--- src/rtl/fetch_unit.sv ---
`default_nettype none
// +--------------------------------------------------------------------------+
// | fetch_unit : instruction fetch with one-entry IF buffer and redirect drain |
// | Revision   : 1.0                                                           |
// +--------------------------------------------------------------------------+
module fetch_unit #(
  parameter logic [31:0] RESET_PC = 32'h0000_0000
) (
  input  logic        clk,
  input  logic        rst,
  input  logic        stall,
  input  logic        redirect,
  input  logic [31:0] redirect_pc,
  output logic        imem_req,
  output logic [31:0] imem_addr,
  input  logic        imem_ack,
  input  logic [31:0] imem_rdata,
  output logic [31:0] if_pc,
  output logic [31:0] if_instr,
  output logic        if_valid,
  output logic        ifid_enable,
  output logic        ifid_flush
);

  typedef enum logic [0:0] {
    ST_RUN   = 1'b0,
    ST_DRAIN = 1'b1
  } state_t;

  state_t      r_state;
  state_t      w_state_nxt;
  logic [31:0] r_pc;
  logic [31:0] r_req_addr;
  logic        r_busy;
  logic [31:0] r_if_pc;
  logic [31:0] r_if_instr;
  logic        r_if_valid;
  logic        w_buf_free;
  logic        w_ack;
  logic [31:0] w_redirect_tgt;

  assign if_pc          = r_if_pc;
  assign if_instr       = r_if_instr;
  assign if_valid       = r_if_valid;
  assign ifid_flush     = redirect;
  assign ifid_enable    = r_if_valid & ~stall & ~redirect;
  assign w_buf_free     = ~r_if_valid | ifid_enable;
  // An outstanding request (including a drain) holds the bus until acked.
  assign imem_req       = ~rst & (r_busy | ((r_state == ST_RUN) & w_buf_free));
  assign imem_addr      = r_busy ? r_req_addr : r_pc;
  assign w_ack          = imem_req & imem_ack;
  assign w_redirect_tgt = {redirect_pc[31:2], 2'b00};

  always_ff @(posedge clk or posedge rst) begin
    if (rst) begin
      r_state <= ST_RUN;
    end else begin
      r_state <= w_state_nxt;
    end
  end

  always_comb begin
    w_state_nxt = r_state;
    if (redirect) begin
      w_state_nxt = (imem_req & ~imem_ack) ? ST_DRAIN : ST_RUN;
    end else if ((r_state == ST_DRAIN) && w_ack) begin
      w_state_nxt = ST_RUN;
    end
  end

  always_ff @(posedge clk or posedge rst) begin
    if (rst) begin
      r_pc       <= RESET_PC;
      r_req_addr <= RESET_PC;
      r_busy     <= 1'b0;
      r_if_pc    <= 32'h0;
      r_if_instr <= 32'h0;
      r_if_valid <= 1'b0;
    end else begin
      if (imem_req) begin
        r_req_addr <= imem_addr;
      end
      r_busy <= imem_req & ~imem_ack;

      // Redirect wins over everything; data acked in DRAIN is dropped.
      if (redirect) begin
        r_pc       <= w_redirect_tgt;
        r_if_valid <= 1'b0;
      end else if ((r_state == ST_RUN) && w_ack) begin
        r_if_pc    <= imem_addr;
        r_if_instr <= imem_rdata;
        r_if_valid <= 1'b1;
        r_pc       <= r_pc + 32'd4;
      end else if (ifid_enable) begin
        r_if_valid <= 1'b0;
      end
    end
  end

endmodule
`default_nettype wire

--- config.mk ---
export PLATFORM = sky130hd
export DESIGN_NAME = fetch_unit
export DESIGN_NICKNAME = d
export VERILOG_FILES = /design/src/rtl/fetch_unit.sv
export SDC_FILE = /design/constraint.sdc
export NUM_CORES = 1
export LEC_CHECK = 0
export CELL_PAD_IN_SITES_DETAIL_PLACEMENT = 0
export CELL_PAD_IN_SITES_GLOBAL_PLACEMENT = 1
export CORE_MARGIN = 2
export CORE_UTILIZATION = 36
export CTS_CLUSTER_SIZE = 24
export DETAILED_ROUTE_END_ITERATION = 8
export MAX_ROUTING_LAYER = met4
export PLACE_DENSITY_LB_ADDON = 0.1
export SLEW_MARGIN = 25
export SYNTH_ARGS = -nofsm -noshare
export SYNTH_HDL_FRONTEND = slang
export SYNTH_SLANG_ARGS = --single-unit
--- constraint.sdc ---
create_clock -name clk -period 4.45 [get_ports clk]
set_input_delay 0.445 -clock clk [delete_from_list [all_inputs] [get_ports clk]]
set_output_delay 0.445 -clock clk [all_outputs]
set_load 0.02 [all_outputs]
# Word-level counts from Yosys, hierarchy flattened
# Index checks and enable logic that the tools add are counted.
[word_totals]
reg_bits = 131
output_inout_bits = 100
[classes]
add_sub_neg = 1
n_bitwise = 14
n_reduce_logical = 6
muxes = 9
[ops]
columns = ["op", "count"]
rows = [
  ["$mux 32", 3],
  ["$add 32x3->32 const B", 1],
  ["$and 1x1->1", 6],
  ["$mux 1", 6],
  ["$not 1->1", 6],
  ["$reduce_bool 2->1", 2],
  ["$reduce_bool 3->1", 1],
  ["$logic_and 1x1->1", 2],
  ["$or 1x1->1", 2],
  ["$reduce_and 2->1", 1],
]

# Logic depth before layout (Yosys ltp)
# Gate-level depths: netlist of run 1.
[depth]
word_depth = 11
depth_mapped = 8
ltp_nobuf = 6

# Least setup slack after synthesis of run 1
# No wires, ideal clock.
[synth_timing]
path_kind = "input to register"
startpoint = "input port rst"
endpoint = "register r_if_valid (netlist: if_valid)"
t_required_ns = 4.369
n_path_buf = 0
arrival_time_ns = 3.515
path_slack_ns = 0.854
cell_stages = 3
cell_sequence = "inv_1 nand3_1 a21oi_1"
[synth_between]
elab_chain_len = 6
word_cells_on_any_way = 7
cone_classes = "mux: 2; bitwise: 3; reduce/logical: 2"
[synth_rtl]
columns = ["element", "line", "text"]
rows = [
  ["start: declaration", "10", "input logic rst,"],
  ["$not 1->1 *", "49", "assign imem_req = ~rst & (r_busy | ((r_state == ST_RUN) & w_buf_free));"],
  ["$and 1x1->1 *", "49", ""],
  ["$and 1x1->1 *", "51", "assign w_ack = imem_req & imem_ack;"],
  ["$logic_and 1x1->1 *", "89", "end else if ((r_state == ST_RUN) && w_ack) begin"],
  ["$mux 1", "89", ""],
  ["$mux 1", "86", "if (redirect) begin"],
  ["end signal: assignment", "88", "r_if_valid <= 1'b0;"],
  ["end signal: assignment", "92", "r_if_valid <= 1'b1;"],
  ["end signal: assignment", "95", "r_if_valid <= 1'b0;"],
  ["end: declaration", "37", "logic r_if_valid;"],
]
# Every way passes the cells marked *; elsewhere a longest branch is shown, timed or not.
# A chain may end at the register's enable or synchronous reset.

# Worst setup path in the final report of run 1
[layout_timing]
startpoint = "input port redirect"
endpoint = "output port imem_req"
[layout_between]
elab_chain_len = 6
[layout_rtl]
columns = ["element", "line", "text"]
rows = [
  ["start: declaration", "12", "input logic redirect,"],
  ["$not 1->1 (no line)", "-", ""],
  ["$and 1x1->1", "46", "assign ifid_enable = r_if_valid & ~stall & ~redirect;"],
  ["$or 1x1->1", "47", "assign w_buf_free = ~r_if_valid | ifid_enable;"],
  ["$and 1x1->1", "49", ""],
  ["$or 1x1->1", "49", ""],
  ["$and 1x1->1", "49", ""],
  ["end: declaration", "14", "output logic imem_req,"],
]
# No other way between the ends.

==> results summary, run 1 <==
The final-layout setup total negative slack came out at 0 ps. When the netlist entered floorplanning its net count stood at 698. The synthesized design contains 0 enable-type register cells. For flop-to-flop paths, the worst setup slack is 2040 ps. The share of power burned in combinational logic came out at 28.4%.

Of the total synthesized cell area, the portion taken by AND, OR, NAND and NOR gates is 18.7%. The routed wirelength normalized by instance count is 15.5 µm. The number of hold violations in the final report is 0. The width of the die is 132 µm.

The H-tree was split into 4 levels. The number of distinct library cell variants in the gate-level netlist after synthesis came out at 47. In the final design database the tool counted 852 nets.

The number of global-route vias before repair came out at 4926. The number of vias after detailed routing is 4888. Once the clock tree was built, the setup fixing pass inserted 0 buffers. The worst setup path is captured at an output pin. The achievable frequency is 359 MHz. The worst pin sits at a relative slew slack of 39.5%. Summed over all instances, the cell type with the most area after synthesis is dfrtp_1. The category of the most critical setup path is primary input to output pin. The power density over the cells came out at 480 nW/µm². For the worst-skew pair, the clock arrives at the later sink with an insertion delay of 410 ps. Among all stages on the critical path, the largest delay is contributed by clkdlybuf4s50_1. The adder-cell area share of the yosys netlist came out at 0.213%. The top cell type's share of synthesized area is 54.9%. The pin count of the biggest net entering global routing came out at 98.

The Yosys warning count came out at 0. The fraction of registers with async set or reset after synthesis came out at 100%. After detailed routing, the number of vias per cell comes to 4.87. The number of max-slew violations in the final report was 0. The power dissipated by switching net loads is 1.23 mW. From synthesis to final layout, the design area changed by 39.9%. Input and output buffers added on the ports amount to 166.

STA classifies the critical path startpoint as a primary input. The area share of xor/xnor cells in the synthesized design is 2.23%. The worst hold path belongs to the class flop to flop.

The slew at the pin with the worst max-slew slack came out at 907 ps. The count of mapped cells out of synthesis came out at 628. Across the VDD grid, the largest voltage drop is 0.260 mV. The number of ports placed on the die boundary came out at 169. The post-route fraction of the period consumed by the critical path is 62.6%. The number of hold buffers added after CTS was 0. Summing the areas of all compound-gate instances in the mapped netlist gives 11.4% of the synthesized area. The clock period minus worst slack is 2790 ps. Data arrives at the worst endpoint at 2340 ps.

The die footprint came out at 17400 µm². After synthesis, the cell types taking the most area are dfrtp_1 55%, nand2_1 9.5%, mux2i_1 5.3%, o21ai_0 3.9%, a21oi_1 3.6%. For the final database, setup skew stands at 4.57 ps.

The largest driver fanout on the critical path came out at 5. After the first detailed-routing iteration, the DRC count stood at 282. The number of endpoints failing setup at the final stage came out at 0. Post-CTS repair changed the size of 0 cells. The count of maximum capacitance violations is 0. The first-pass GRT wire length is 25600 µm. The cell family contributing the most delay on the critical path is buffers and inverters.

Before antenna repair, the detailed router went through 4 iterations. Walking the worst path, the cells encountered are clkdlybuf4s50_1 > o21ai_1 > a21oi_1 > nor2_4 > clkdlybuf4s50_1. The clock network is responsible for 31.2% of the overall power.

The total design power is 3.95 mW. Setup repair after global routing left no endpoint under its margin. The total CTS buffers is 17. The number of clock sinks came out at 129. By area, the combinational part of the netlist is dominated by simple AND/OR/NAND/NOR gates. The fraction of layout cells with a size suffix above 1 is 6.60%.

The leakage power is 3.63 nW. The starting density of the core came out at 36.9%. In this run the mean area of a mapped cell was 9.36 µm².

Of the synthesized area, sequential elements account for 54.9%. By instance count, the cell type seen most on the critical path is clkdlybuf4s50_1. The count of nets left with antenna violations once routing finished came out at 0.

The switching share of power came out at 31.2%. For this run, the leading register cell type out of synthesis is dfrtp_1. The number of synthesized register bits came out at 129. The final HPWL from detailed placement is 10400 µm. The placer's final routability congestion estimate is 0.746. TritonCTS built the clock tree. The count of filler cells inserted in the layout came out at 1482. The cell-internal power came out at 2.71 mW.

Summed over all layers, the routed wires come to 15500 µm. The number of antenna violations at the first check in global routing is 0. The run finished with clean final reports. The deepest clock path buffer count came out at 2. For the worst setup path, the data required time is 4010 ps. The clock transition at the registers of the reported paths is 50 ps. The number of buffer and inverter stages on the critical path is 2.

The buffer cell driving the clock tree root is clkbuf_16. From bottom edge to top edge, the die measures 132 µm. The mux share of post-synthesis cell area is 7.19%. The leftover overflow at the end of global routing is 0. The utilization after layout is 51.6%.

The largest single stage delay on the critical path is 640 ps. The sequential share of power came out at 40.4%. The global-route usage over all layers came out at 19.2%.

The antenna cell count is 0. The post-detailed-route DRC marker count is 0. The number of core rows is 46. The area of the mapped netlist is 5880 µm². The region available for standard cell placement spans 15900 µm².
-- layer usage --
metal / share of wire, % / GRT usage (%) / wire length, µm / vias up
li1: - / - / - / 2401
met2: 46 / 29.6 / 7190 / 135
met1: 46 / 24.1 / 7110 / 2326
met5: 0 / - / 0 / -
met4: 2.1 / 6.28 / 319 / 0
met3: 6.0 / 5.96 / 927 / 26
-- layout make-up --
cell class / count / area (µm²) / area share (%)
sequential: 129 / 3230 / 39.3
clock buffer: 24 / 502 / 6.10
multi-input combinational: 421 / 2350 / 28.6
inverter: 41 / 159 / 1.93
timing repair buffer: 172 / 1710 / 20.8
tap: 216 / 270 / 3.29
clock inverter: 1 / 5.00 / 0.0609
-- path summary, 6_finish.rpt --
check	from	endpoint	depth (start not counted)
max	redirect	imem_req	5
min	if_pc[23]	if_pc[23]	2
max reg2reg	r_busy	r_pc[18]	5
min reg2reg	if_pc[23]	if_pc[23]	2
max in group asynchronous	rst	r_req_addr[11]	3
min in group asynchronous	rst	r_pc[25]	2
-- cell usage in the layout, fill, tap and decap left out, types with 11 or more instances in the layout --
master             n
a21oi_1           42
clkbuf_16         17
clkdlybuf4s50_1  166
dfrtp_1          128
inv_1             40
mux2i_1           31
nand2_1          149
nand3_1           13
nand4_1           12
nor2_1            39
o21ai_0           46
xor2_1            11
-- power groups by stage --
stage	logic [mW]	registers, mW	clock network [mW]
after floorplan	0.418	1.76	0
after CTS	1.14	1.60	1.27
after global routing	1.22	1.63	1.31
after detailed placement	1.13	1.61	0
final	1.12	1.60	1.23
after global placement	1.12	1.60	0
-- per-stage QoR --
stage               setup slack (ps)  cell area [µm²]  instances  hold slack [ps]
floorplan                        545             5880        628              495
global placement                1540             7710        979              458
detailed placement              1490             7710        979              466
CTS                             1360             8220       1004              481
global route                    1490             8220       1004              495
finish                          1660             8220       1004              472
-- registers in the layout, indices dropped and copies added (netlist names) --
signal,count
if_instr,32
if_pc,32
if_valid,1
r_busy,1
r_pc,30
r_req_addr,32
r_state,1
-- Yosys cell counts, drive strengths merged (2+ instances only) --
cell and n:
nand2 149, dfrtp 129, o21ai 52, a21oi 42, inv 41, nor2 41, mux2i 31, clkbuf 22
buf 15, nand3 13, nand4 13, nor3 12, xor2 11, mux2 10, and2 5, nor4 5
o311ai 4, xnor2 4, a21o 3, or4 3, a21boi 2, a221o 2, a2bb2oi 2, a32oi 2
nor3b 2, o211ai 2
-- worst min-delay path: cells and delay by family, from the launching register on --
family | cells | cell delay [ps]
AO/OA/AOI/OAI | 1 | 60
flip-flops | 1 | 340
AND/OR/NAND/NOR | 1 | 40
-- logic make-up (layout without fill, tap and decap cells) --
family	count (synthesis)	in the layout
muxes	41	41
xor gates and xnor gates	15	15
adders and majority gates	1	1
AOI/OAI and AO/OA	118	118
buffers and inverters	78	238
DFF	129	129
and+or+nand+nor	246	246
Power figures use the tool's default switching activity.
==> run 2, diff against run 1 <==
--- a/config.mk
+++ b/config.mk
@@ -8,7 +8,7 @@
 export CELL_PAD_IN_SITES_DETAIL_PLACEMENT = 0
 export CELL_PAD_IN_SITES_GLOBAL_PLACEMENT = 1
 export CORE_MARGIN = 2
-export CORE_UTILIZATION = 36
+export CORE_UTILIZATION = 32
 export CTS_CLUSTER_SIZE = 24
 export DETAILED_ROUTE_END_ITERATION = 8
 export MAX_ROUTING_LAYER = met4
==> constraint.sdc (replaced) <==
create_clock -name clk -period 2.32 [get_ports clk]
set_input_delay 0.232 -clock clk [delete_from_list [all_inputs] [get_ports clk]]
set_output_delay 0.232 -clock clk [all_outputs]
set_load 0.02 [all_outputs]
==> results summary, run 2 (synthesized netlist as in run 1, its figures left out) <==
The run finished with clean final reports. The largest driver fanout on the critical path is 18. The number of cells on the worst hold path is 3. The routed wirelength normalized by instance count came out at 15.7 µm. The count of maximum capacitance violations is 0. Setup repair after global routing could not meet its margin everywhere. The share of total power in the clock network came out at 35.9%.

Internal power comes to 5.81 mW. The number of core rows came out at 49. The sequential cells in the finished layout cover a total of 3230 µm².

The number of vias after detailed routing is 5026. The final non-filler cell total came out at 1053. On the final layout, the worst clock skew is 7.01 ps. For met1 alone, demand over resource in global routing was 23.2%. The cell area reported after detailed placement is 7940 µm². The first-pass GRT wire length is 26700 µm. The count of filler cells inserted in the layout is 1686. The worst reg-to-reg path cell count came out at 7. After global routing, the most crowded layer is met2.

The slew at the pin with the worst max-slew slack came out at 564 ps. The kind of cell with the highest combined delay along the critical path is buffers and inverters. In this run the most critical hold path is launched from imem_rdata[11]. The number of antenna violations at the first check in global routing is 2. The root buffer cell chosen for the clock tree is clkbuf_16.

The number of buffers added to fix hold violations after cts is 0. The met3 track demand over resource came out at 5.82%. The number of global-route vias before repair is 5079. Setup violations remaining at the end of the flow were counted as 0. The die footprint is 19500 µm². The post-route fraction of the period consumed by the critical path came out at 99.4%. In the post-route analysis, the smallest setup slack over all paths is 13.1 ps. The global-route met2 utilization is 26.8%. The number of max-slew violations in the final report was 0. The endpoint arrival time on the critical path is 2070 ps. The top cell types in the final layout, fill and taps aside, are 149 x nand2_1, 149 x clkdlybuf4s50_1, 128 x dfrtp_1. Buffers placed on the I/O ports in this run total 166. The sequential share of power is 36.8%. The share of power burned in combinational logic came out at 27.3%.

Power spread over the standard cell area amounts to 944 nW/µm². The starting density of the core is 32.6%. After layout, the minimum clock period comes to 2310 ps. The largest single stage delay on the critical path is 540 ps. The analysis attributes to cell leakage a power of 4.03 nW. Global routing consumed, over all layers together, 17.8% of the routing resources. The height of the chip is 140 µm. The first-iteration detailed-routing DRC count is 308.

Clock-pin slew was measured on the worst setup and hold paths at 60 ps. The finished cells cover 8800 µm². The worst setup path is launched from a flop. For hold timing, the worst endpoint is if_instr[11]. In this run the critical register-to-register path is captured at r_pc[9].

The startpoint identified for the worst register-to-register timing path is r_busy. The data required time at the worst endpoint is 2090 ps. The pre-CTS setup slack came out at 92.5 ps.

The placer's final routability congestion estimate is 0.771. The switching share of power is 30.1%. Traced cell by cell, the critical path runs through buf_12 > mux2i_2 > inv_1 > clkdlybuf4s50_1. The register-to-register setup slack came out at 180 ps. The slowest stage of the critical path belongs to the cell clkdlybuf4s50_1. The total wirelength of the detailed-routed design is 16500 µm. The number of detailed-routing iterations run before antenna repair is 5. The number of clock sinks is 129. The number of ports placed on the die boundary is 169. The detail route stage leaves a number of antenna-violating nets equal to 0.

The fraction of layout cells with a size suffix above 1 came out at 13.1%. Entering global routing, the biggest net connects 88 pins. The die is 140 µm wide. The area of the core is 18000 µm². The worst-case vdd ir drop came out at 0.537 mV. The deepest clock path buffer count is 2. The combined area of the multi-input logic cells is 2440 µm².

After legalization and detailed placement, the total HPWL measured 11100 µm. STA classifies the critical path endpoint as an output pin. The total CTS buffers is 17. The completed layout was analyzed and its total power is 8.31 mW. The number of hold violations in the final report is 0. After global routing the overflow that remains totals 0. The power dissipated by switching net loads is 2.51 mW. The maximum level of the CTS H-tree came out at 4. The number of placed cells counting well taps came out at 1012. Dividing the detail-routed via count by the number of cells gives 4.77.

The worst setup path is of the flop to output pin kind. The layout overhead on the synthesized area is 49.7%. The clock latency reported for the late side of the worst-skew pair came out at 420 ps. The CTS tree is built. In the final design database the tool counted 879 nets. The post-detailed-route DRC marker count is 0. The kind of path behind the tightest hold check is primary input to flop. For this run, the top clock speed supported by timing is 433 MHz. The worst relative slew slack is 62.4%.

The number of buffer and inverter stages on the critical path came out at 3. Final hold analysis gives a worst-case slack of 334 ps.
run 2: cell types whose count changed in the layout (fill, tap and decap cells not counted), moves of 2 or more:
cell	change
mux2i_1	-22
diode_2	+2
mux2i_2	+21
clkbuf_8	-2
bufinv_16	+5
dlymetal6s2s_1	+16
clkdlybuf4s50_1	-17
buf_12	+5
clkinvlp_4	+3
buf_4	+21
clkinv_2	+2
run 2: power groups by stage:
stage / sequential [mW] / combinational (mW) / clock [mW]
global route: 3.13 / 2.48 / 3.16
finish: 3.06 / 2.27 / 2.98
CTS: 3.04 / 2.26 / 3.06
detailed placement: 3.06 / 2.25 / 0
global placement: 3.04 / 2.22 / 0
floorplan: 3.37 / 0.803 / 0
run 2: worst max-delay path by stage:
stage / to / slack [ps] / start / cells after the start
global placement: r_pc[9] / 90 / stall / 8
detailed placement: r_pc[9] / 90 / stall / 8
global route: imem_addr[3] / -70 / r_busy / 4
CTS: imem_addr[30] / -30 / r_busy / 4
finish: imem_addr[31] / 10 / r_busy / 4
floorplan: if_valid / -170 / rst / 3
run 2: final cells by class:
class | instances | area share (%)
Inverter | 41 | 1.79
Antenna cell | 2 | 0.0569
Clock inverter | 10 | 2.05
Sequential cell | 129 | 36.7
Clock buffer | 22 | 5.39
Tap cell | 229 | 3.26
Timing Repair Buffer | 199 | 23.0
Multi-Input combinational cell | 421 | 27.7
run 2: metrics by stage:
stage,TNS (ps),utilization (%)
floorplan,-165,-
global placement,0,44.1
detailed placement,0,44.1
CTS,-97.2,47.8
global route,-571,48.8
finish,0,48.8
run 2: layer usage:
layer	wire (µm)	part of all wire (%)
met5	0	0
met4	195	1.2
met3	1010	6.1
met2	7500	45
met1	7820	47
run 2: worst min-delay path: stages:
cell and delay, ps:
clkdlybuf4s50_1 390, nand2_1 50, nand2_1 40
run 2: what timing repair did:
action	CTS	global route
setup endpoints to repair	7	29
gates resized for setup	4	36
gates cloned	0	1
setup buffers	0	6
pin swaps	0	0
